<file path="src/rtl/mem_access_stage_pkg.sv">
// ---------------------------------------------------------------------------
// mem_access_stage_pkg
// Shared definitions for the MEM stage: memory operation codes (same numbering
// as decode/EX), data_mem address translation constants, FSM state encoding
// and a helper returning the access size of an operation.
// ---------------------------------------------------------------------------
package mem_access_stage_pkg;

   typedef enum logic [2:0] {
      MEM_OP_LB  = 3'd0,
      MEM_OP_LBU = 3'd1,
      MEM_OP_LH  = 3'd2,
      MEM_OP_LHU = 3'd3,
      MEM_OP_LW  = 3'd4,
      MEM_OP_SB  = 3'd5,
      MEM_OP_SH  = 3'd6,
      MEM_OP_SW  = 3'd7
   } mem_op_e;

   // Physical address of data_mem byte 0 and highest valid byte offset.
   localparam logic [31:0] DM_BASE_ADDR = 32'h8002_0000;
   localparam int unsigned DM_DEPTH     = 1000000;

   typedef enum logic {
      S_IDLE = 1'b0,
      S_SH2  = 1'b1
   } state_e;

   // Number of bytes touched by an operation: 1, 2 or 4.
   function automatic logic [2:0] op_size(input mem_op_e op);
      case (op)
         MEM_OP_LB, MEM_OP_LBU, MEM_OP_SB:  op_size = 3'd1;
         MEM_OP_LH, MEM_OP_LHU, MEM_OP_SH:  op_size = 3'd2;
         default:                           op_size = 3'd4;
      endcase
   endfunction

   // Stores are the three highest codes.
   function automatic logic op_is_store(input mem_op_e op);
      op_is_store = (op == MEM_OP_SB) || (op == MEM_OP_SH) || (op == MEM_OP_SW);
   endfunction

endpackage

</file>
<file path="src/rtl/mem_access_stage_load_extend.sv">
// ---------------------------------------------------------------------------
// mem_access_stage_load_extend (load_extend)
// Combinational extraction and extension of load data. data_mem returns the
// big-endian word starting at the access address, so the addressed byte or
// halfword is always in the most significant bits.
// Ports:
//   i_op        in   3   memory operation code
//   i_rdata_32  in   32  word read from data_mem (bytes addr..addr+3)
//   o_data_32   out  32  sign/zero-extended load value
// ---------------------------------------------------------------------------
module mem_access_stage_load_extend
   import mem_access_stage_pkg::*;
(
   input  logic [2:0]  i_op,
   input  logic [31:0] i_rdata_32,
   output logic [31:0] o_data_32
);

   mem_op_e w_op;
   assign w_op = mem_op_e'(i_op);

   always_comb begin
      o_data_32 = i_rdata_32;
      case (w_op)
         MEM_OP_LB:  o_data_32 = {{24{i_rdata_32[31]}}, i_rdata_32[31:24]};
         MEM_OP_LBU: o_data_32 = {24'h000000, i_rdata_32[31:24]};
         MEM_OP_LH:  o_data_32 = {{16{i_rdata_32[31]}}, i_rdata_32[31:16]};
         MEM_OP_LHU: o_data_32 = {16'h0000, i_rdata_32[31:16]};
         default:    o_data_32 = i_rdata_32;
      endcase
   end

endmodule

</file>
<file path="src/rtl/mem_access_stage.sv">
// ---------------------------------------------------------------------------
// mem_access_stage
// MEM stage of the MIPS pipeline, sitting directly in front of data_mem.
// Accepts one load/store per cycle from EX/MEM, checks range and alignment,
// drives data_mem, extends load data and returns a registered response.
// SH is split into two byte writes (data_mem writes only bytes or words),
// which makes SH occupy the stage for two cycles.
//
// Handshake: a request is accepted on a rising edge where w_req_valid and
// w_req_ready are both high; w_req_ready is low only during the second SH
// cycle. The response is a single-cycle w_resp_valid pulse that is never
// back-pressured; the other w_resp_* outputs hold between pulses.
//
// Ports:
//   clock, w_reset_n          clock / async active-low reset
//   w_req_valid/ready         request handshake
//   w_req_op/addr/wdata/rd    request fields
//   w_resp_valid/is_load/rd/data_32/addr_err   registered response
//   w_dm_addr/data/en/write_op/byte_op         data_mem controls
//   w_dm_rdata_32             combinational read data from data_mem
//   w_dbg_state               current FSM state (0 idle, 1 second SH byte)
// ---------------------------------------------------------------------------
module mem_access_stage
   import mem_access_stage_pkg::*;
#(
   parameter logic [31:0] BASE_ADDR   = DM_BASE_ADDR,
   parameter int unsigned MEM_DEPTH   = DM_DEPTH,
   parameter bit          CHECK_ALIGN = 1'b1
)(
   input  logic        clock,
   input  logic        w_reset_n,
   input  logic        w_req_valid,
   output logic        w_req_ready,
   input  logic [2:0]  w_req_op,
   input  logic [31:0] w_req_addr_32,
   input  logic [31:0] w_req_wdata_32,
   input  logic [4:0]  w_req_rd,
   output logic        w_resp_valid,
   output logic        w_resp_is_load,
   output logic [4:0]  w_resp_rd,
   output logic [31:0] w_resp_data_32,
   output logic        w_resp_addr_err,
   output logic [31:0] w_dm_addr_32,
   output logic [31:0] w_dm_data_32,
   output logic        w_dm_en,
   output logic        w_dm_write_op,
   output logic        w_dm_byte_op,
   input  logic [31:0] w_dm_rdata_32,
   output logic        w_dbg_state
);

   localparam logic [32:0] DEPTH_33 = 33'(MEM_DEPTH);

   state_e      r_state;
   state_e      w_state_nxt;
   logic [31:0] r_sh_addr;
   logic [7:0]  r_sh_byte;

   logic        r_resp_valid;
   logic        r_resp_is_load;
   logic [4:0]  r_resp_rd;
   logic [31:0] r_resp_data;
   logic        r_resp_err;

   mem_op_e     w_op;
   logic        w_store;
   logic        w_load;
   logic        w_accept;
   logic [2:0]  w_size;
   logic [31:0] w_off;
   logic [32:0] w_last;
   logic        w_below;
   logic        w_over;
   logic        w_misalign;
   logic        w_err;
   logic [31:0] w_ext;

   assign w_op    = mem_op_e'(w_req_op);
   assign w_store = op_is_store(w_op);
   assign w_load  = ~w_store;
   assign w_size  = op_size(w_op);

   // Range check in 33 bits so off + size - 1 cannot wrap past zero.
   assign w_off   = w_req_addr_32 - BASE_ADDR;
   assign w_last  = {1'b0, w_off} + {30'd0, w_size} - 33'd1;
   assign w_below = (w_req_addr_32 < BASE_ADDR);
   assign w_over  = (w_last > DEPTH_33);

   always_comb begin
      w_misalign = 1'b0;
      if (CHECK_ALIGN) begin
         case (w_op)
            MEM_OP_LH, MEM_OP_LHU, MEM_OP_SH: w_misalign = w_req_addr_32[0];
            MEM_OP_LW, MEM_OP_SW:             w_misalign = |w_req_addr_32[1:0];
            default:                          w_misalign = 1'b0;
         endcase
      end
   end

   assign w_err    = w_below | w_over | w_misalign;
   assign w_accept = w_req_valid & w_req_ready;

   mem_access_stage_load_extend u_load_extend (
      .i_op       (w_req_op),
      .i_rdata_32 (w_dm_rdata_32),
      .o_data_32  (w_ext)
   );

   // FSM state register
   always_ff @(posedge clock or negedge w_reset_n) begin
      if (!w_reset_n) r_state <= S_IDLE;
      else            r_state <= w_state_nxt;
   end

   // Next state and data_mem port muxing
   always_comb begin
      w_state_nxt   = r_state;
      w_req_ready   = 1'b0;
      w_dm_addr_32  = w_req_addr_32;
      w_dm_data_32  = 32'h0;
      w_dm_en       = 1'b0;
      w_dm_write_op = 1'b0;
      w_dm_byte_op  = 1'b0;
      case (r_state)
         S_IDLE: begin
            w_req_ready   = 1'b1;
            w_dm_addr_32  = w_req_addr_32;
            w_dm_en       = w_req_valid & ~w_err;
            w_dm_write_op = w_req_valid & w_store & ~w_err;
            w_dm_byte_op  = (w_op == MEM_OP_SB) || (w_op == MEM_OP_SH);
            case (w_op)
               MEM_OP_SB: w_dm_data_32 = {24'h000000, w_req_wdata_32[7:0]};
               // High byte goes first, at the lower (big-endian) address.
               MEM_OP_SH: w_dm_data_32 = {24'h000000, w_req_wdata_32[15:8]};
               MEM_OP_SW: w_dm_data_32 = w_req_wdata_32;
               default:   w_dm_data_32 = 32'h0;
            endcase
            if (w_req_valid && (w_op == MEM_OP_SH) && !w_err) w_state_nxt = S_SH2;
         end
         S_SH2: begin
            w_dm_addr_32  = r_sh_addr;
            w_dm_data_32  = {24'h000000, r_sh_byte};
            w_dm_en       = 1'b1;
            w_dm_write_op = 1'b1;
            w_dm_byte_op  = 1'b1;
            w_state_nxt   = S_IDLE;
         end
         default: w_state_nxt = S_IDLE;
      endcase
   end

   // Second SH byte held for the S_SH2 cycle
   always_ff @(posedge clock or negedge w_reset_n) begin
      if (!w_reset_n) begin
         r_sh_addr <= 32'h0;
         r_sh_byte <= 8'h00;
      end else if (w_accept && (w_op == MEM_OP_SH)) begin
         r_sh_addr <= w_req_addr_32 + 32'd1;
         r_sh_byte <= w_req_wdata_32[7:0];
      end
   end

   // Registered response; fields other than valid hold between pulses.
   always_ff @(posedge clock or negedge w_reset_n) begin
      if (!w_reset_n) begin
         r_resp_valid   <= 1'b0;
         r_resp_is_load <= 1'b0;
         r_resp_rd      <= 5'd0;
         r_resp_data    <= 32'h0;
         r_resp_err     <= 1'b0;
      end else begin
         r_resp_valid <= 1'b0;
         if (r_state == S_SH2) begin
            r_resp_valid   <= 1'b1;
            r_resp_is_load <= 1'b0;
            r_resp_data    <= 32'h0;
            r_resp_err     <= 1'b0;
         end else if (w_accept && !((w_op == MEM_OP_SH) && !w_err)) begin
            // A valid SH responds after its second byte instead.
            r_resp_valid   <= 1'b1;
            r_resp_is_load <= w_load;
            r_resp_rd      <= w_req_rd;
            r_resp_data    <= (w_load && !w_err) ? w_ext : 32'h0;
            r_resp_err     <= w_err;
         end
      end
   end

   assign w_resp_valid    = r_resp_valid;
   assign w_resp_is_load  = r_resp_is_load;
   assign w_resp_rd       = r_resp_rd;
   assign w_resp_data_32  = r_resp_data;
   assign w_resp_addr_err = r_resp_err;
   assign w_dbg_state     = r_state;

endmodule
</file>
<file path="config.mk">
export PLATFORM = sky130hd
export DESIGN_NAME = mem_access_stage
export DESIGN_NICKNAME = d
export VERILOG_FILES = /design/src/rtl/mem_access_stage_pkg.sv /design/src/rtl/mem_access_stage_load_extend.sv /design/src/rtl/mem_access_stage.sv
export SDC_FILE = /design/constraint.sdc
export NUM_CORES = 1
export LEC_CHECK = 0
export CAP_MARGIN = 20
export CORE_ASPECT_RATIO = 1.4
export CORE_MARGIN = 2
export CORE_UTILIZATION = 25
export CTS_CLUSTER_SIZE = 40
export DETAILED_ROUTE_END_ITERATION = 10
export SETUP_SLACK_MARGIN = 0.05
export SYNTH_ARGS = -nofsm -noshare
export SYNTH_HDL_FRONTEND = slang
export SYNTH_HIERARCHICAL = 1
export SYNTH_SLANG_ARGS = --single-unit
</file>
<file path="constraint.sdc">
create_clock -name clock -period 9 [get_ports clock]
set_input_delay 1.8 -clock clock [delete_from_list [all_inputs] [get_ports clock]]
set_output_delay 1.8 -clock clock [all_outputs]
set_load 0.005 [all_outputs]
</file>
After elaboration in Yosys (flattened, before gate mapping)
Index checks and enable logic that the tools add are counted.
{ "word_totals": {"reg_bits": 81, "input_bits": 107} }
{ "op_classes": {"n_addsub": 4, "n_lt_le_gt_ge": 2, "eq_ne": 7, "muxes": 21, "n_bitwise": 9, "reduce_logical": 17} }
{ "op_table": {"columns": ["op", "n"], "rows": [
  ["$pmux 32 s2", 2],
  ["$pmux 32 s4", 1],
  ["$mux 32", 3],
  ["$pmux 32 s3", 1],
  ["$add 32x3->33", 1],
  ["$gt 33x20->1 const B", 1],
  ["$sub 33x1->33 const B", 1],
  ["$add 32x1->32 const B", 1],
  ["$lt 32x32->1 const B", 1],
  ["$sub 32x32->32 const B", 1],
  ["$eq 3x3->1 const B", 4],
  ["$pmux 1 s2", 5],
  ["$mux 1", 8],
  ["$eq 3x2->1 const B", 2],
  ["$logic_and 1x1->1", 6],
  ["$pmux 3 s2", 1],
  ["$reduce_or 3->1", 2],
  ["$and 1x1->1", 4],
  ["$reduce_or 2->1", 2],
  ["$eq 3x1->1 const B", 1],
  ["$logic_not 3->1", 1],
  ["$not 1->1", 3],
  ["$logic_not 1->1", 2],
  ["$logic_or 1x1->1", 2],
  ["3 further kinds", 4]
]} }

Longest topological paths before layout
{ "depth": {"word_depth": 14, "depth_mapped": 20} }

Modules after synthesis
Netlist, hierarchy kept.
{ "by_module_without_submodules": {"columns": ["mod", "n_inst", "cells_per_inst", "area_per_inst_um2", "seq_area_each_um2"], "rows": [
  ["mem_access_stage", 1, 954, 7636.1, 2026.9],
  ["mem_access_stage_load_extend", 1, 70, 455.4, 0.0]
]} }

Worst setup path before layout
Ideal clock, no wire load.
{ "synth_path": {"kind": "input to output", "startpoint": "input port w_req_addr_32[17]", "endpoint": "output port w_dm_write_op", "t_arrival_ps": 6381, "path_slack_ps": 819, "cell_stages": 19, "path_cell_list": "inv_1 > ha_1 > or4b_4 > or4_2 > xnor2_1 > inv_1 > ha_1 > buf_2 > nand4_1 > o311ai_0 > nor3_1 > a2111oi_0 > o2111ai_1 > or4b_1 > nand4b_4 > a2111oi_4 > buf_6 > a21o_1 > o21a_1"} }
{ "synth_between": {"elab_chain_len": 9, "word_cells_on_any_way": 10} }
{ "synth_lines": {"columns": ["element", "line_no", "source"], "rows": [
  ["from (decl)", "mem_access_stage.sv:35", "input logic [31:0] w_req_addr_32,"],
  ["$sub 32x32->32", "mem_access_stage.sv:84", "assign w_off = w_req_addr_32 - BASE_ADDR;"],
  ["$add 32x3->33", "mem_access_stage.sv:85", "assign w_last = {1'b0, w_off} + {30'd0, w_size} - 33'd1;"],
  ["$sub 33x1->33", "mem_access_stage.sv:85", null],
  ["$gt 33x20->1", "mem_access_stage.sv:87", "assign w_over = (w_last > DEPTH_33);"],
  ["$or 1x1->1 * (2 in a row)", "mem_access_stage.sv:100", "assign w_err = w_below | w_over | w_misalign;"],
  ["$not 1->1 *", "mem_access_stage.sv:129", "w_dm_write_op = w_req_valid & w_store & ~w_err;"],
  ["$and 1x1->1 *", "mem_access_stage.sv:129", null],
  ["$pmux 1 s2 *", "mem_access_stage.sv:124", "case (r_state)"],
  ["to (decl)", "mem_access_stage.sv:46", "output logic w_dm_write_op,"]
]} }
Every way passes the cells marked *; elsewhere a longest branch is shown, timed or not.

Final worst setup path
{ "layout_path": {"startpoint": "input port w_req_addr_32[20]", "endpoint": "output port w_dm_en"} }
{ "layout_between": {"elab_chain_len": 9, "word_cells_on_any_way": 10} }
{ "layout_lines": {"columns": ["element", "line_no", "source"], "rows": [
  ["$sub 32x32->32", "mem_access_stage.sv:84", null],
  ["$add 32x3->33", "mem_access_stage.sv:85", null],
  ["$sub 33x1->33", "mem_access_stage.sv:85", null],
  ["$gt 33x20->1", "mem_access_stage.sv:87", null],
  ["$or 1x1->1 * (2 in a row)", "mem_access_stage.sv:100", null],
  ["$not 1->1 *", "mem_access_stage.sv:128", "w_dm_en = w_req_valid & ~w_err;"],
  ["$and 1x1->1 *", "mem_access_stage.sv:128", null],
  ["$pmux 1 s2 *", "mem_access_stage.sv:124", null],
  ["to (decl)", "mem_access_stage.sv:45", "output logic w_dm_en,"]
]} }
Marks and branches as above.

==> results.cfg <==
[yosys]
synth-seq-cells = 81
netlist_instances = 1024
synthTopCellsByArea = dfrtp_1, ha_1, nand2_1, o21ai_0, o31ai_2
synth_top_area_share_pct = 25.1
ys.flop_type = dfrtp_1
synth_commonest_cells = nand2_1, inv_1, o21ai_0, dfrtp_1, nor2_1
yosysTopAreaCell = dfrtp_1
ys_warn_count = 6
synth_edf_count = 0
synth-async-reset-ratio_pct = 100
synth.distinct_cells = 77
synth_area_um2 = 8090
synth.avg_cell_area_um2 = 7.90
syn-num-nets = 1183
yosysMostFrequentCell = nand2_1
ys_seq_area_share_pct = 25.1

[finish]
synthToLayoutAreaGrowth_pct = 39.2
drive_above_1_share_pct = 13.6
n_antenna_cell = 0
fin_cells = 1637
finalNetCount = 1396
fillers = 3265

[pwr]
power.total_w = 0.00128
p_leak_nw = 4.76
p_int_w = 0.000841
p_comb_share_pct = 36.4
power.share.clock_pct = 30.6
p_seq_share_pct = 33.0
max-vdd-ir-drop_uv = 71.4
p_sw_w = 0.000440
sw_frac_of_total_pct = 34.3
powerDensity_nw_per_um2 = 114

[clocking]
cts_tree = built
ctsHtreeMaxLevel = 3
clk_latency_ns = 0.37
clock_path_buffers = 2
cts_root_buf = clkbuf_16
cts_buffers = 9
cts_sinks = 81
holdBufCountCts = 0
clkSlewWorstSetupHoldPaths_ns = 0.06

[timing]
period_share_pct = 96.7
fmax_mhz = 115
rsz0062_at_grt = no
period_needed_ns = 8.70
layout_setup_ws_ns = 0.300
worst_clock_skew_ns = 0.0135
slew_violations = 0
setup-violations-final = 0
finalHoldViolCount = 0
relSlewSlack_pct = 32.6
worst_pin_slew_ns = 1.01

[route]
drc = 0
first_iter_violations = 402
num_vias = 8108
wl_um = 27300
avgRoutedWirePerCell_um = 16.7
via_per_inst = 4.95
dr.pass1.iters = 5
antenna_left = 0

[place]
place.gp.congestion = 0.902
post-place-ws_ns = -0.108
place_inst = 1614
port_buffers = 215
hpwl_um = 21200

[critical_path]
crit_path_start_kind = input port
crit_top_cell = clkdlybuf4s50_1
cp.arrival_ns = 6.90
cp_top_family = simple AND/OR/NAND/NOR gates
cpMaxStageDelayCell = or4b_4
critPathBufInv = 4
max_stage_delay_ns = 0.60
end_kind = primary output
path_class = in2out
worstPathRequired_ns = 7.20
path_cells = clkdlybuf4s50_1, or4b_4, or4_4, xnor2_4, inv_2, ha_4, buf_4, nand4_1, o22ai_4, nor3_2, a2111oi_2, o2111ai_1, or4b_1, nand4b_4, a2111oi_4, a21o_1, clkdlybuf4s50_1
crit_fanout = 6

[grt]
grt_max_degree = 72
overflow = 0
grt_pass1_wl_um = 42900
grt_antenna_before_repair = 0
groute.usage.overall_pct = 15.9
grt_pass1_vias = 8085

[floorplanning]
start_util_pct = 25.5
num_rows = 77
die-area_um2 = 33800
ios = 216
die_x_um = 156
core_um2 = 31700
die_h_um = 217

[run]
max-cap-violations = 0

[min_path]
hold_path.class = reg2reg

[status]
status = completed
==> flip-flops by register name, indices dropped and copies added, names as in the netlist <==
register	flops
w_resp_valid	1
w_resp_rd	5
r_sh_addr	32
r_sh_byte	8
w_resp_is_load	1
w_resp_data_32	32
w_resp_addr_err	1
w_dbg_state	1
==> layout make-up <==
cell class	count	area [µm²]	share of cell area, %
multi-input cells	790	5570	49.5
flip-flops and latches	81	2030	18.0
clock inverters	6	57.6	0.511
clock buffers	10	239	2.12
well taps	395	494	4.39
repair buffers	263	2520	22.4
inverters	92	345	3.07
==> routing by layer <==
| metal | up-vias | wire (µm) | track usage (%) |
|---|---|---|---|
| li1 | 4004 | - | - |
| met1 | 3855 | 11200 | 18.1 |
| met2 | 215 | 14300 | 29.8 |
| met3 | 34 | 1140 | 2.57 |
| met4 | 0 | 656 | 5.54 |
| met5 | - | 0 | 0 |
==> worst min-delay path: cells and delay by family, from the launching register on <==
| family | cells | cell delay, ns |
|---|---|---|
| simple gates | 1 | 0.04 |
| flops | 1 | 0.34 |
| compound gates | 1 | 0.06 |
==> cell usage in the layout, fill, tap and decap left out, types with 35 or more instances in the layout <==
| master | instances |
|---|---|
| a21oi_1 | 38 |
| o21ai_0 | 82 |
| nand2_1 | 144 |
| xnor2_1 | 35 |
| buf_4 | 48 |
| nor2_1 | 51 |
| inv_1 | 89 |
| clkdlybuf4s50_1 | 210 |
| ha_1 | 47 |
| dfrtp_1 | 80 |
| nand3_1 | 51 |
==> per-stage QoR <==
stage / instance area (µm²) / TNS [ns] / utilization, % / hold slack (ns)
after CTS: 11100 / 0 / 34.9 / 0.484
after detailed placement: 10700 / -0.112 / 33.9 / 0.470
after global placement: 10700 / -0.0633 / 33.9 / 0.461
final: 11300 / 0 / 35.5 / 0.477
after global routing: 11300 / 0 / 35.5 / 0.514
after floorplan: 8090 / 0 / - / 0.444
==> timing repair <==
item / 4_1_cts / 5_1_grt
pin swaps: 3 / 14
setup endpoints to repair: 2 / 2
resized for setup: 4 / 32
buffers inserted: 0 / 7
==> power groups by stage <==
stage / Sequential (W) / Clock, W / Combinational (W)
after floorplan: 0.000425 / 0 / 0.000271
after global placement: 0.000428 / 0 / 0.000448
after detailed placement: 0.000429 / 0 / 0.000453
after CTS: 0.000422 / 0.000410 / 0.000457
after global routing: 0.000427 / 0.000424 / 0.000515
final: 0.000422 / 0.000392 / 0.000466
==> final timing paths <==
check | startpoint | endpoint | slack, ns | cells after the start
min in group asynchronous | w_reset_n | r_sh_byte[4]$_DFFE_PN0P_ | 1.37 | 1
max in group asynchronous | w_reset_n | w_dbg_state$_DFF_PN0_ | 6.50 | 2
hold / removal | r_sh_addr[22]$_DFFE_PN0P_ | r_sh_addr[22]$_DFFE_PN0P_ | 0.48 | 2
setup reg to reg | w_dbg_state$_DFF_PN0_ | r_sh_byte[1]$_DFFE_PN0P_ | 5.85 | 5
setup / recovery | w_req_addr_32[20] | w_dm_en | 0.30 | 17
hold reg to reg | r_sh_addr[22]$_DFFE_PN0P_ | r_sh_addr[22]$_DFFE_PN0P_ | 0.48 | 2
==> cell families after synthesis <==
group / share of synthesized area, %
AOI/OAI and AO/OA: 24.8
xor gates and xnor gates: 6.91
adders and majority gates: 8.13
buffers and inverters: 8.09
DFF: 25.1
muxes: 5.18
and+or+nand+nor: 21.8
No activity file was read; power rests on OpenSTA's default activity.
==> RTL edit 1, RTL diff (config.mk and constraints unchanged) <==
Make the reset (`w_reset_n`) synchronous in 3 clocked blocks. Comments in the files are not updated.
--- a/src/rtl/mem_access_stage.sv
+++ b/src/rtl/mem_access_stage.sv
@@ -108,5 +108,5 @@
 
    // FSM state register
-   always_ff @(posedge clock or negedge w_reset_n) begin
+   always_ff @(posedge clock) begin
       if (!w_reset_n) r_state <= S_IDLE;
       else            r_state <= w_state_nxt;
@@ -151,5 +151,5 @@
 
    // Second SH byte held for the S_SH2 cycle
-   always_ff @(posedge clock or negedge w_reset_n) begin
+   always_ff @(posedge clock) begin
       if (!w_reset_n) begin
          r_sh_addr <= 32'h0;
@@ -162,5 +162,5 @@
 
    // Registered response; fields other than valid hold between pulses.
-   always_ff @(posedge clock or negedge w_reset_n) begin
+   always_ff @(posedge clock) begin
       if (!w_reset_n) begin
          r_resp_valid   <= 1'b0;
Check against the original RTL: differs if w_reset_n is asserted again (counterexample within 4 cycles, from zero or initial values and one cycle with w_reset_n low); with w_reset_n held inactive, the same outputs for 10 cycles.
==> RTL edit 1 against the original RTL <==
- synthesized area fell by 5.6%
- sequential cell count unchanged
- register-to-register slack better by 0.66 ns
- first-iteration DRC count shrank 15%
- sequential share of layout area shrank 2.5 points
- final cell count is 4.0% lower
- via count shrank 3.5%
- maximum frequency up 1.7%
- routed wire length decreased by 4.8%
- worst setup slack better by 0.14 ns
- power is 12% lower
- design area shrank 7.3%
- critical endpoint is now w_dm_write_op
- largest cell class unchanged
- largest power group unchanged
- highest routed layer unchanged
==> RTL edit 1: results (changes against the original RTL) <==
metric,value,unit,change
Post-Synth XOR/XNOR Area,0.0583,,-0.0108
routability cong.,0.875,,-2.9%
Leakage Power,0.00441,uW,-7.4%
CTS root buffer,clkbuf_16,,
worst-path fanout max,6,,unchanged
synth top area cells,"dfxtp_1 21%, nand2_1 9.2%, ha_1 8.4%",,
Ys Warns,6,,unchanged
vias in the first global route,7557,,-6.5%
drt total wl,26.0,mm,-4.8%
worst path arrival time,6.76,ns,-0.14 ns
Inserted Clock Buffers,9,,unchanged
First-pass DRT Iterations,5,,unchanged
"IR drop worst, VDD",0.0000669,V,-6.2%
actual slew at the worst max-slew pin,0.876,ns,-0.131 ns
async set-reset flop share out of synthesis,0,,-1.00
syn nets,1165,,-1.5%
first-pass GRT wire length,39.7,mm,-7.4%
worst hold path class,reg2reg,,
adder-cell share of the synthesized area,0.0861,,+0.00479
layout cell share with drive strength beyond 1,0.0877,,-0.0484
sequential area share after synthesis,0.212,,-0.0383
Worst Skew,0.0130,ns,-0.000537 ns
Longest Clk Path Bufs,2,,unchanged
most frequent cells after synthesis,"187 x nand2_1, 81 x dfxtp_1, 80 x inv_1",,
Vias/cell,4.98,,+0.46%
Worst-path clk slew,0.06,ns,about the same
Post-synth top flop,dfxtp_1,,
latest clock arrival within the worst-skew pair,0.36,ns,
Post-DP HPWL,20.3,mm,-4.1%
Synth Area in Compound Gates,0.290,,+0.0415
Netlist cell types,74,,-3.9%
largest net degree at the start of global routing,72,,unchanged
gr usage total,0.157,,-0.00267
NumNets Final,1341,,-3.9%
mux contribution to synthesized area,0.0460,,-0.00579
initial antenna violation count,1,,+1
outcome,completed,,
DR iter-0 viols,342,,-15%
Max Cap Viol,0,,unchanged
IO Port Bufs,215,,unchanged
H-tree levels,3,,unchanged
[RTL edit 1: changes by cell type after synthesis, moves of 15 or more]
cell and change:
o211a_1 +32, dfxtp_1 +81, nor2_1 -31, o22ai_2 +29, o31ai_2 -30, o21ai_0 -27, clkbuf_1 +15, nand2_1 +42
nand3_1 -28, dfrtp_1 -81
[RTL edit 1: worst max-delay path, stage by stage]
cell and delay [ns]:
clkdlybuf4s50_1 0.63, nor2b_1 0.11, or2_2 0.31, ha_1 0.19, inv_1 0.05, ha_1 0.21
fa_1 0.26, a21oi_1 0.09, o221a_2 0.30, o41ai_1 0.83, o21ai_0 0.26, mux2i_1 0.17
nor4b_2 0.33, o21ai_1 0.18, nor3_2 0.33, a31o_2 0.20, clkdlybuf4s50_1 0.49
[RTL edit 1: path summary, 6_finish.rpt]
check | end | from | slack, ns | cells past startpoint
worst max-delay path | w_dm_write_op | w_req_op[0] | 0.44 | 17
worst min-delay path | w_resp_rd[1] | w_resp_rd[1] | 0.46 | 2
worst max register to register | r_sh_addr[26] | w_dbg_state | 6.51 | 6
worst min register to register | w_resp_rd[1] | w_resp_rd[1] | 0.46 | 2
[RTL edit 1: what timing repair did]
action,in CTS,in global routing
pin swaps,0,2
endpoints found under the setup margin,2,2
resized for setup,2,9
buffers inserted,0,1
[RTL edit 1: final cells by class]
class | count | area (sq um)
flip-flops and latches | 81 | 1620
clock buffers | 10 | 239
clock inverters | 5 | 38.8
well taps | 385 | 482
repair buffers | 234 | 2290
diodes | 1 | 2.50
fillers | 3117 | 19600
inverters | 80 | 300
multi-input cells | 776 | 5460
[RTL edit 1: through the flow]
stage	worst slack [ns]	cell area (sq um)	util	instances	hold slack, ns
floorplan	1.88	7640	-	1006	0.444
global placement	0.0265	10100	0.336	1555	0.443
detailed placement	-0.0715	10100	0.336	1555	0.450
CTS	0.174	10400	0.346	1570	0.460
global route	0.0339	10400	0.348	1571	0.478
finish	0.442	10400	0.348	1572	0.455
[RTL edit 1: cell families after synthesis]
group / after synthesis
adder cells (fa/ha/maj): 52
flip-flops: 81
AO/OA/AOI/OAI: 288
buffers and inverters: 149
multiplexers: 33
XOR/XNOR: 50
AND/OR/NAND/NOR: 353
[RTL edit 1: layer usage]
layer	vias to the layer above	part of all wire	track usage
li1	3908	-	-
met1	3692	0.39	0.168
met2	191	0.53	0.298
met3	31	0.064	0.0309
met4	0	0.024	0.0568
met5	-	0	0
[RTL edit 1: report_power, final]
group,leakage [uW],switching [uW],internal (uW)
clock,0.000135,169,195
sequential,0.000657,3.59,366
combinational,0.00361,208,181
==> RTL edit 2, RTL diff (same flow settings) <==
Without the edit above. Set the parameter `CHECK_ALIGN` to 1'b0 (it was 1'b1).
--- a/src/rtl/mem_access_stage.sv
+++ b/src/rtl/mem_access_stage.sv
@@ -26,5 +26,5 @@
    parameter logic [31:0] BASE_ADDR   = DM_BASE_ADDR,
    parameter int unsigned MEM_DEPTH   = DM_DEPTH,
-   parameter bit          CHECK_ALIGN = 1'b1
+   parameter bit          CHECK_ALIGN = 1'b0
 )(
    input  logic        clock,
Formal check against the unedited RTL: not equivalent (Yosys sat finds a counterexample within 4 cycles, from zero or initial values and one cycle with w_reset_n low).
==> RTL edit 2 against the original RTL <==
- synthesized area down 5.6%
- routed wire length down 1.5%
- sequential cell count unchanged
- design area down 5.9%
- worst setup slack worse by 0.10 ns
- non-clock buffer count down 5
- power down 3.7%
- combinational power down 6.7%
- critical path type unchanged
==> RTL edit 2: results (changes against the original RTL) <==
metric,value,unit,change
fraction of area in multi-input gates,0.482,,-0.0126
tap cells,385,,-2.5%
outcome,completed,,
M2 GR Usage,0.303,,+0.00435
DR iter-0 viols,296,,-26%
beginning of the worst hold path,r_sh_addr[30],,
Post-DP HPWL,21.0,mm,-0.79%
first-pass GRT wire length,41.0,mm,-4.4%
switch share,0.346,,+0.00234
synth top area cells,"dfrtp_1 27%, ha_1 8.2%, nand2_1 6.0%",,
met3 wire len,1.90,mm,+67%
Signal inverters,58,,-37%
Hold EP,r_sh_addr[30],,
latest clock arrival within the worst-skew pair,0.35,ns,-0.02 ns
Worst-path clk slew,0.08,ns,+0.02 ns
"IR drop worst, VDD",0.0000782,V,+9.6%
worst path arrival time,7.00,ns,+0.10 ns
actual slew at the worst max-slew pin,0.952,ns,-0.0550 ns
routability cong.,0.874,,-3.1%
worst setup margin,0.199,ns,-0.101 ns
Clock-cell share,0.0270,,+0.000716
Leakage Power,0.00450,uW,-5.5%
"Cell Area, Placed",0.0103,sq mm,-4.6%
NumNets Final,1306,,-6.4%
Worst Skew,0.0126,ns,-0.000928 ns
Layout fillers,3121,,-4.4%
buffering overhead,0.233,,+0.00929
GR met3 Demand/Resource,0.0272,,+0.00153
Finished Cell Area,0.0106,sq mm,-5.9%
Seq area share,0.191,,+0.0111
GR Util met1,0.181,,-0.000721
vias in the first global route,7661,,-5.2%
Non-clk bufs,258,,-1.9%
r2r endpoint,r_sh_byte[5],,
slowest CP cell,or4_4,,
syn nets,1096,,-7.4%
layout cell share with drive strength beyond 1,0.129,,-0.00684
vias after detailed routing,7800,,-3.8%
Place WS,-0.130,ns,-0.0221 ns
drt total wl,26.9,mm,-1.5%
sequential area share after synthesis,0.265,,+0.0149
most frequent cells after synthesis,"122 x nand2_1, 89 x o21ai_0, 81 x dfrtp_1",,
## RTL edit 2: cell count changes in the layout (fill, tap and decap cells not counted), moves of 9 or more
cell / change
a21o_1: -9
nor3_1: +10
nand3_1: -28
nand2_1: -23
inv_1: -31
a22o_2: +29
nor2_1: -16
o31ai_2: -30
## RTL edit 2: worst max path at each step
stage                                  from            end
after floorplan           w_req_addr_32[22]  w_dm_write_op
after global placement    w_req_addr_32[22]  w_dm_write_op
after detailed placement  w_req_addr_32[22]  w_dm_write_op
after CTS                 w_req_addr_32[22]  w_dm_write_op
after global routing      w_req_addr_32[22]  w_dm_write_op
final                     w_req_addr_32[22]  w_dm_write_op
## RTL edit 2: per-stage QoR
step | instances | hold WS (ns) | power, uW | setup TNS, ns
floorplan | 938 | 0.444 | 674 | 0
global placement | 1521 | 0.457 | 852 | -0.0213
detailed placement | 1521 | 0.468 | 858 | -0.130
CTS | 1537 | 0.485 | 1250 | 0
global route | 1538 | 0.518 | 1310 | 0
finish | 1538 | 0.480 | 1230 | 0
## RTL edit 2: timing repair
item / in CTS / in global routing
endpoints found under the setup margin: 2 / 2
pin swaps: 0 / 2
gates resized for setup: 3 / 7
buffers inserted: 0 / 1
hold buffers: 0 / 0
## RTL edit 2: cell families (layout without fill, tap and decap cells)
logic type | count (synthesis) | count (layout) | synth area share
AND/OR/NAND/NOR | 323 | 323 | 0.219
XOR/XNOR | 60 | 60 | 0.0688
adder cells (fa/ha/maj) | 51 | 51 | 0.0845
AO/OA/AOI/OAI | 267 | 267 | 0.234
flip-flops | 81 | 81 | 0.265
multiplexers | 39 | 39 | 0.0557
buffers and inverters | 117 | 332 | 0.0729
